$ cat config.mk
export PLATFORM = sky130hd
export DESIGN_NAME = stream_demux_1ton
export DESIGN_NICKNAME = d
export VERILOG_FILES = /design/src/rtl/stream_demux_1ton.sv
export SDC_FILE = /design/constraint.sdc
export NUM_CORES = 1
export LEC_CHECK = 0
export ABC_AREA = 1
export ABC_CLOCK_PERIOD_IN_PS = 1910
export CORE_MARGIN = 2
export CORE_UTILIZATION = 30
export DETAILED_ROUTE_END_ITERATION = 6
export GPL_TIMING_DRIVEN = 0
export HOLD_SLACK_MARGIN = 0.05
export SLEW_MARGIN = 20
export SYNTH_ARGS = -nofsm -noshare
export SYNTH_HDL_FRONTEND = slang
export SYNTH_SLANG_ARGS = --single-unit
$ cat constraint.sdc
create_clock -name clk -period 1.91 [get_ports clk]
set_input_delay 0.191 -clock clk [delete_from_list [all_inputs] [get_ports clk]]
set_output_delay 0.191 -clock clk [all_outputs]
set_load 0.03 [all_outputs]
$ cat src/rtl/stream_demux_1ton.sv
// One-to-N stream demultiplexer: routes each beat to a per-channel holding register,
// with an optional packet-lock mode that pins a whole packet to its first beat's select.

module stream_demux_ch #(
  parameter int WIDTH = 8
) (
  input  logic             clk,
  input  logic             rst,
  input  logic             load,
  input  logic             ready,
  input  logic [WIDTH-1:0] d_data,
  input  logic             d_last,
  output logic             valid,
  output logic [WIDTH-1:0] data,
  output logic             last
);
  // A load wins over a drain so that a full register can be drained and refilled together.
  always_ff @(posedge clk) begin
    if (rst) begin
      valid <= 1'b0;
      data  <= '0;
      last  <= 1'b0;
    end else if (load) begin
      valid <= 1'b1;
      data  <= d_data;
      last  <= d_last;
    end else if (ready) begin
      valid <= 1'b0;
    end
  end
endmodule

module stream_demux_1ton #(
  parameter int WIDTH = 8,
  parameter int CH    = 4,
  parameter int SEL_W = 2
) (
  input  logic                clk,
  input  logic                rst,
  input  logic                in_valid,
  output logic                in_ready,
  input  logic [WIDTH-1:0]    in_data,
  input  logic [SEL_W-1:0]    in_sel,
  input  logic                in_last,
  input  logic                lock_en,
  output logic [CH-1:0]       out_valid,
  input  logic [CH-1:0]       out_ready,
  output logic [CH*WIDTH-1:0] out_data,
  output logic [CH-1:0]       out_last,
  output logic                busy,
  output logic [7:0]          drop_cnt
);
  typedef enum logic {IDLE, LOCKED} state_t;

  state_t           state;
  logic [SEL_W-1:0] lock_sel;
  logic [SEL_W-1:0] eff_sel;
  logic             in_range;
  logic             chan_free;
  logic             accept;
  logic [CH-1:0]    load;

  if (CH < 2 || CH > 16 || (1 << SEL_W) < CH) begin : g_bad_params
    $error("stream_demux_1ton: CH must be 2..16 and fit in SEL_W bits");
  end

  assign eff_sel = (state == LOCKED) ? lock_sel : in_sel;

  // Out-of-range selects fall through with chan_free=1 so the beat is swallowed.
  always_comb begin
    in_range  = 1'b0;
    chan_free = 1'b1;
    for (int k = 0; k < CH; k++) begin
      if (eff_sel == SEL_W'(k)) begin
        in_range  = 1'b1;
        chan_free = ~out_valid[k] | out_ready[k];
      end
    end
  end

  assign in_ready = chan_free;
  assign accept   = in_valid & in_ready;

  for (genvar k = 0; k < CH; k++) begin : g_ch
    assign load[k] = accept & (eff_sel == SEL_W'(k));
    stream_demux_ch #(.WIDTH(WIDTH)) u_ch (
      .clk    (clk),
      .rst    (rst),
      .load   (load[k]),
      .ready  (out_ready[k]),
      .d_data (in_data),
      .d_last (in_last),
      .valid  (out_valid[k]),
      .data   (out_data[k*WIDTH +: WIDTH]),
      .last   (out_last[k])
    );
  end

  always_ff @(posedge clk) begin
    if (rst) begin
      state    <= IDLE;
      lock_sel <= '0;
      busy     <= 1'b0;
      drop_cnt <= '0;
    end else begin
      if (accept && !in_range && drop_cnt != 8'hFF)
        drop_cnt <= drop_cnt + 8'd1;
      case (state)
        IDLE: begin
          // Out-of-range selects lock too, so the rest of that packet is dropped.
          if (accept && lock_en && !in_last) begin
            state    <= LOCKED;
            lock_sel <= in_sel;
            busy     <= 1'b1;
          end
        end
        LOCKED: begin
          if (accept && in_last) begin
            state <= IDLE;
            busy  <= 1'b0;
          end
        end
        default: begin
          state <= IDLE;
          busy  <= 1'b0;
        end
      endcase
    end
  end
endmodule
# Word level (Yosys, flattened, before mapping)
# Index checks and enable logic that the tools add are counted.
# word_totals
register_bits,52
out_inout_bits,50
inputBits,19
word_cells,74
# op_classes
n_eq_ne,6
n_bitwise,14
add_sub_neg,1
reduce_logical,14
n_mux,23
# ops
op,n
1-bit two-way mux,20
8-bit by 1-bit adder with 8-bit output (second input constant),1
8-bit != test (second input constant),1
2-bit nonzero test,4
1-bit bitwise AND,5
1-bit logical AND,5
1-bit NOT,5
2-bit equality test (second input constant),2
1-bit OR,4
1-bit case mux with 2 select lines,2
2-bit AND reduction,2
2-bit by 1-bit equality test with 1-bit output (second input constant),1
1-bit logical NOT,2
2-bit logical NOT,1
2-bit two-way mux,1
2-bit by 1-bit != test with 1-bit output (second input constant),1
2-bit != test (second input constant),1

# Logic depth before layout (Yosys ltp)
# logic_depth
depth_word,11
depth_mapped,12
depth_no_buf,10

# Hierarchy
# Synthesis repeated with hierarchy kept, for this count alone.
# hier_totals
hier_cells,255
hier_area_um2,2011.9
# modules_own_cells
mod,cells_each,area_each_um2,n_inst,seq_area_each_um2
stream_demux_ch,43,352.8,4,200.2
stream_demux_1ton,83,600.6,1,240.2

# Worst setup path before layout
# Ideal clock, no wire load.
# synth_path
path_kind,register to register
start,reg state
end,reg g_ch[2].u_ch.data[5]
path_stages_with_launch,11
n_path_buf,2
setup_time_ps,71
setup_slack_ps,425
period_less_slack_ps,1485
required_time_ps,1839
arrival_time_ps,1415
path_cell_list,dfxtp_1 -> buf_4 -> inv_2 -> nand2_1 -> nand2_1 -> nand3_1 -> nand3_2 -> nor2_8 -> buf_4 -> nand4_1 -> a21oi_1
# synth_between
elab_chain_len,8
word_cells_on_any_way,11
classes_between,eq/ne: 3; mux: 5; bitwise: 2; reduce/logical: 1
# synth_lines
element,line_no,text
from (decl),55,state_t state;
from (signal assigned),101,state <= IDLE;
from (signal assigned),112,state <= LOCKED;
from (signal assigned),119,state <= IDLE;
2-bit two-way mux (*),67,assign eff_sel = (state == LOCKED) ? lock_sel : in_sel;
2-bit logical NOT,74,if (eff_sel == SEL_W'(k)) begin
1-bit two-way mux (3 in a row),74,
1-bit two-way mux (*),74,
via in_ready,41,"output logic in_ready,"
1-bit bitwise AND (*),82,assign accept = in_valid & in_ready;
1-bit bitwise AND (*),85,assign load[k] = accept & (eff_sel == SEL_W'(k));
to (signal assigned),25,data <= d_data;
to (decl),14,"output logic [WIDTH-1:0] data,"
# The timed path passes the listed nets; every way through them passes the cells marked *.
# A chain may end at the register's enable or synchronous reset.

# Worst setup path after layout
# layout_path
start,reg state
end,out in_ready
# layout_between
elab_chain_len,6
word_cells_on_any_way,9
classes_between,eq/ne: 3; mux: 5; reduce/logical: 1
# layout_lines
element,line_no
2-bit two-way mux (*),67
2-bit logical NOT,74
1-bit two-way mux (3 in a row),74
1-bit two-way mux (*),74
to (decl),41
# Mark *: on every way between the ends. The rest lies on a longest branch, timed or not.

==> run metrics <==
Post-synth EDFFs=0; die area=7770 µm²; Avg Cell Area, Syn=8.02 µm²; minimum clock period=1.87 ns; Critical Path Sink Type=output port; Avg WL per Cell=13.6 µm; DRC viols=0; overall global routing resource usage=15.5%; RSZ-0062 raised after global routing=yes; row count=30; crit path kind=reg2out; worst-skew pair later-pin latency=0.31 ns; Finished Layout Cells=435; Core Area=6830 µm²; Diodes inserted=0; Syn Nets=284; drt via density=4.65; WHS=0.306 ns; Final Slew Violations=0; Worst-Margin Slew=0.503 ns; fin crit share=97.9%; Slew HR=66.5%; placed insts=427; clock-pin slew on the worst setup and hold paths=0.10 ns; initial antenna violation count=0; CTS buffer count=5; DR vias=2023; Synth top area share=49.0%; Power Density=721 nW/µm²; ranking of synthesized cells by area=dfxtp_1 (49%), nand2_1 (11%), a21oi_1 (9.7%), nand4_1 (8.2%), buf_4 (3.9%); Yosys reg bits=52; Hold-fix buffers, CTS=0; Initial Utilization=31.1%; final wirelength=5920 µm; hpwl dp=4300 µm; post-synth top area cell=dfxtp_1; CTS Root Cell=clkbuf_8; Final Instance Area=3060 µm²; Commonest cells post-synth=nand2_1 (60), dfxtp_1 (52), a21oi_1 (41), nand4_1 (28), inv_1 (22); starting DRC count in detailed routing=112; Max Cap Violations=0; Post-Syn Area=2120 µm²; Syn. warnings=0; CTS tree=built; clock sink count=52; setup slack after layout=0.0402 ns; status=finished, final reports clean; CP arrival=1.68 ns; I/O Pins=69; Die Span Y=88.2 µm; fmax=535 MHz; P_leak=1.10 nW; First-pass DRT Iterations=4; Yosys cell types=21; first-pass GRT wire length=9240 µm; VDD IR max=338 µV; layout cells sized above 1=12.4%; Final nets=358; Die Wd=88.2 µm; Worst Path Max Fanout=10; top-count cell post-synth=nand2_1; Layout area overhead=43.9%; I/O Buffers=66; hold crit path type=in2reg; Async S/R FF share, synth=0%; gr ovfl total=0; deepest clock path buffer count=2; largest net degree at the start of global routing=16; Required @ worst endpoint=1.72 ns; synthesized instance count=265; Final ANT Viol Nets=0; DP Area=2910 µm²; vias in the first global route=1879; final core occ=44.7%; CP Launch Type=register; pre-CTS WS=-0.488 ns; GPL Wtd Cong=0.771; ys flop type=dfxtp_1; Final Hold Fails=0; Final Setup Violations=0; sequential area share after synthesis=49.0%; Worst Skew=0.0129 ns; htree depth=2
-- layout by cell type (no fill, tap or decap) --
cell type	count
nor2_1	16
nand2_2	4
clkbuf_1	7
nand2_4	2
buf_4	9
inv_2	1
nor2_8	1
buf_8	1
nand4_4	1
nand3_4	3
nor2_2	3
nor3_4	1
o21ai_1	1
clkdlybuf4s50_1	65
inv_4	1
clkinv_4	1
clkbuf_8	6
nand2_1	59
a21oi_1	41
inv_1	22
nand3_1	4
nand3_2	2
buf_2	1
dfxtp_1	52
nand4_1	28
buf_1	2
buf_6	5
-- critical path, stage by stage, from the launching register on --
cell and delay [ns]:
dfxtp_1 0.31, buf_4 0.15, inv_2 0.08, nand2_2 0.07
nand2_4 0.09, nand2_2 0.08, nor3_4 0.22, nor2_8 0.07
buf_6 0.15, buf_6 0.14
-- logic make-up (layout without fill, tap and decap cells) --
logic type,Yosys count,in the layout,synth area share [%]
AO/OA/AOI/OAI,42,42,9.89
buffers and inverters,47,121,11.0
flip-flops,52,52,49.0
AND/OR/NAND/NOR,124,124,30.1
-- flip-flops by register name (all words and copies together) (netlist names) --
signal,count
drop_cnt,8
lock_sel,2
g_ch.u_ch.valid,4
g_ch.u_ch.data,32
g_ch.u_ch.last,4
state,1
busy,1
-- power by group --
part / total, W / internal (W) / switching, W
clock: 0.000657 / 0.000290 / 0.000367
combinational: 0.000404 / 0.000160 / 0.000244
sequential: 0.00114 / 0.00112 / 0.0000206
-- what timing repair did --
item | CTS | global route
setup buffers | 1 | 0
hold endpoints to repair | 0 | 0
endpoints found under the setup margin | 1 | 35
pin swaps | 1 | 4
resized for setup | 6 | 11
-- worst paths after layout --
check | start | to | slack (ns) | cells past startpoint
hold / removal | in_valid | state$_SDFF_PP0_ | 0.31 | 3
hold reg to reg | drop_cnt[0]$_SDFFE_PP0P_ | drop_cnt[0]$_SDFFE_PP0P_ | 0.42 | 2
setup / recovery | state$_SDFF_PP0_ | in_ready | 0.04 | 9
setup reg to reg | state$_SDFF_PP0_ | g_ch[3].u_ch.data[4]$_SDFFE_PP0P_ | 0.16 | 12
-- final cells by class --
| type | instances | area [µm²] |
|---|---|---|
| plain buffers | 23 | 151 |
| multi-input cells | 166 | 883 |
| clock inverters | 1 | 8.76 |
| repair buffers | 67 | 677 |
| inverters | 24 | 92.6 |
| well taps | 96 | 120 |
| fillers | 715 | 3770 |
| clock buffers | 6 | 82.6 |
| flip-flops and latches | 52 | 1040 |
-- metrics by stage --
stage	power [W]	setup TNS (ns)
final	0.00220	0
after global placement	0.00155	-0.470
after global routing	0.00230	-0.0530
after detailed placement	0.00156	-0.755
after floorplan	0.00140	0
after CTS	0.00221	0
-- per-layer routing --
metal | routed length [µm] | up-vias | GRT usage (%)
li1 | - | 1009 | -
met1 | 2680 | 941 | 21.3
met2 | 2740 | 62 | 22.7
met3 | 362 | 11 | 4.15
met4 | 129 | 0 | 6.89
met5 | 0 | - | 0
Note: power is estimated with default switching activity, not from simulation.
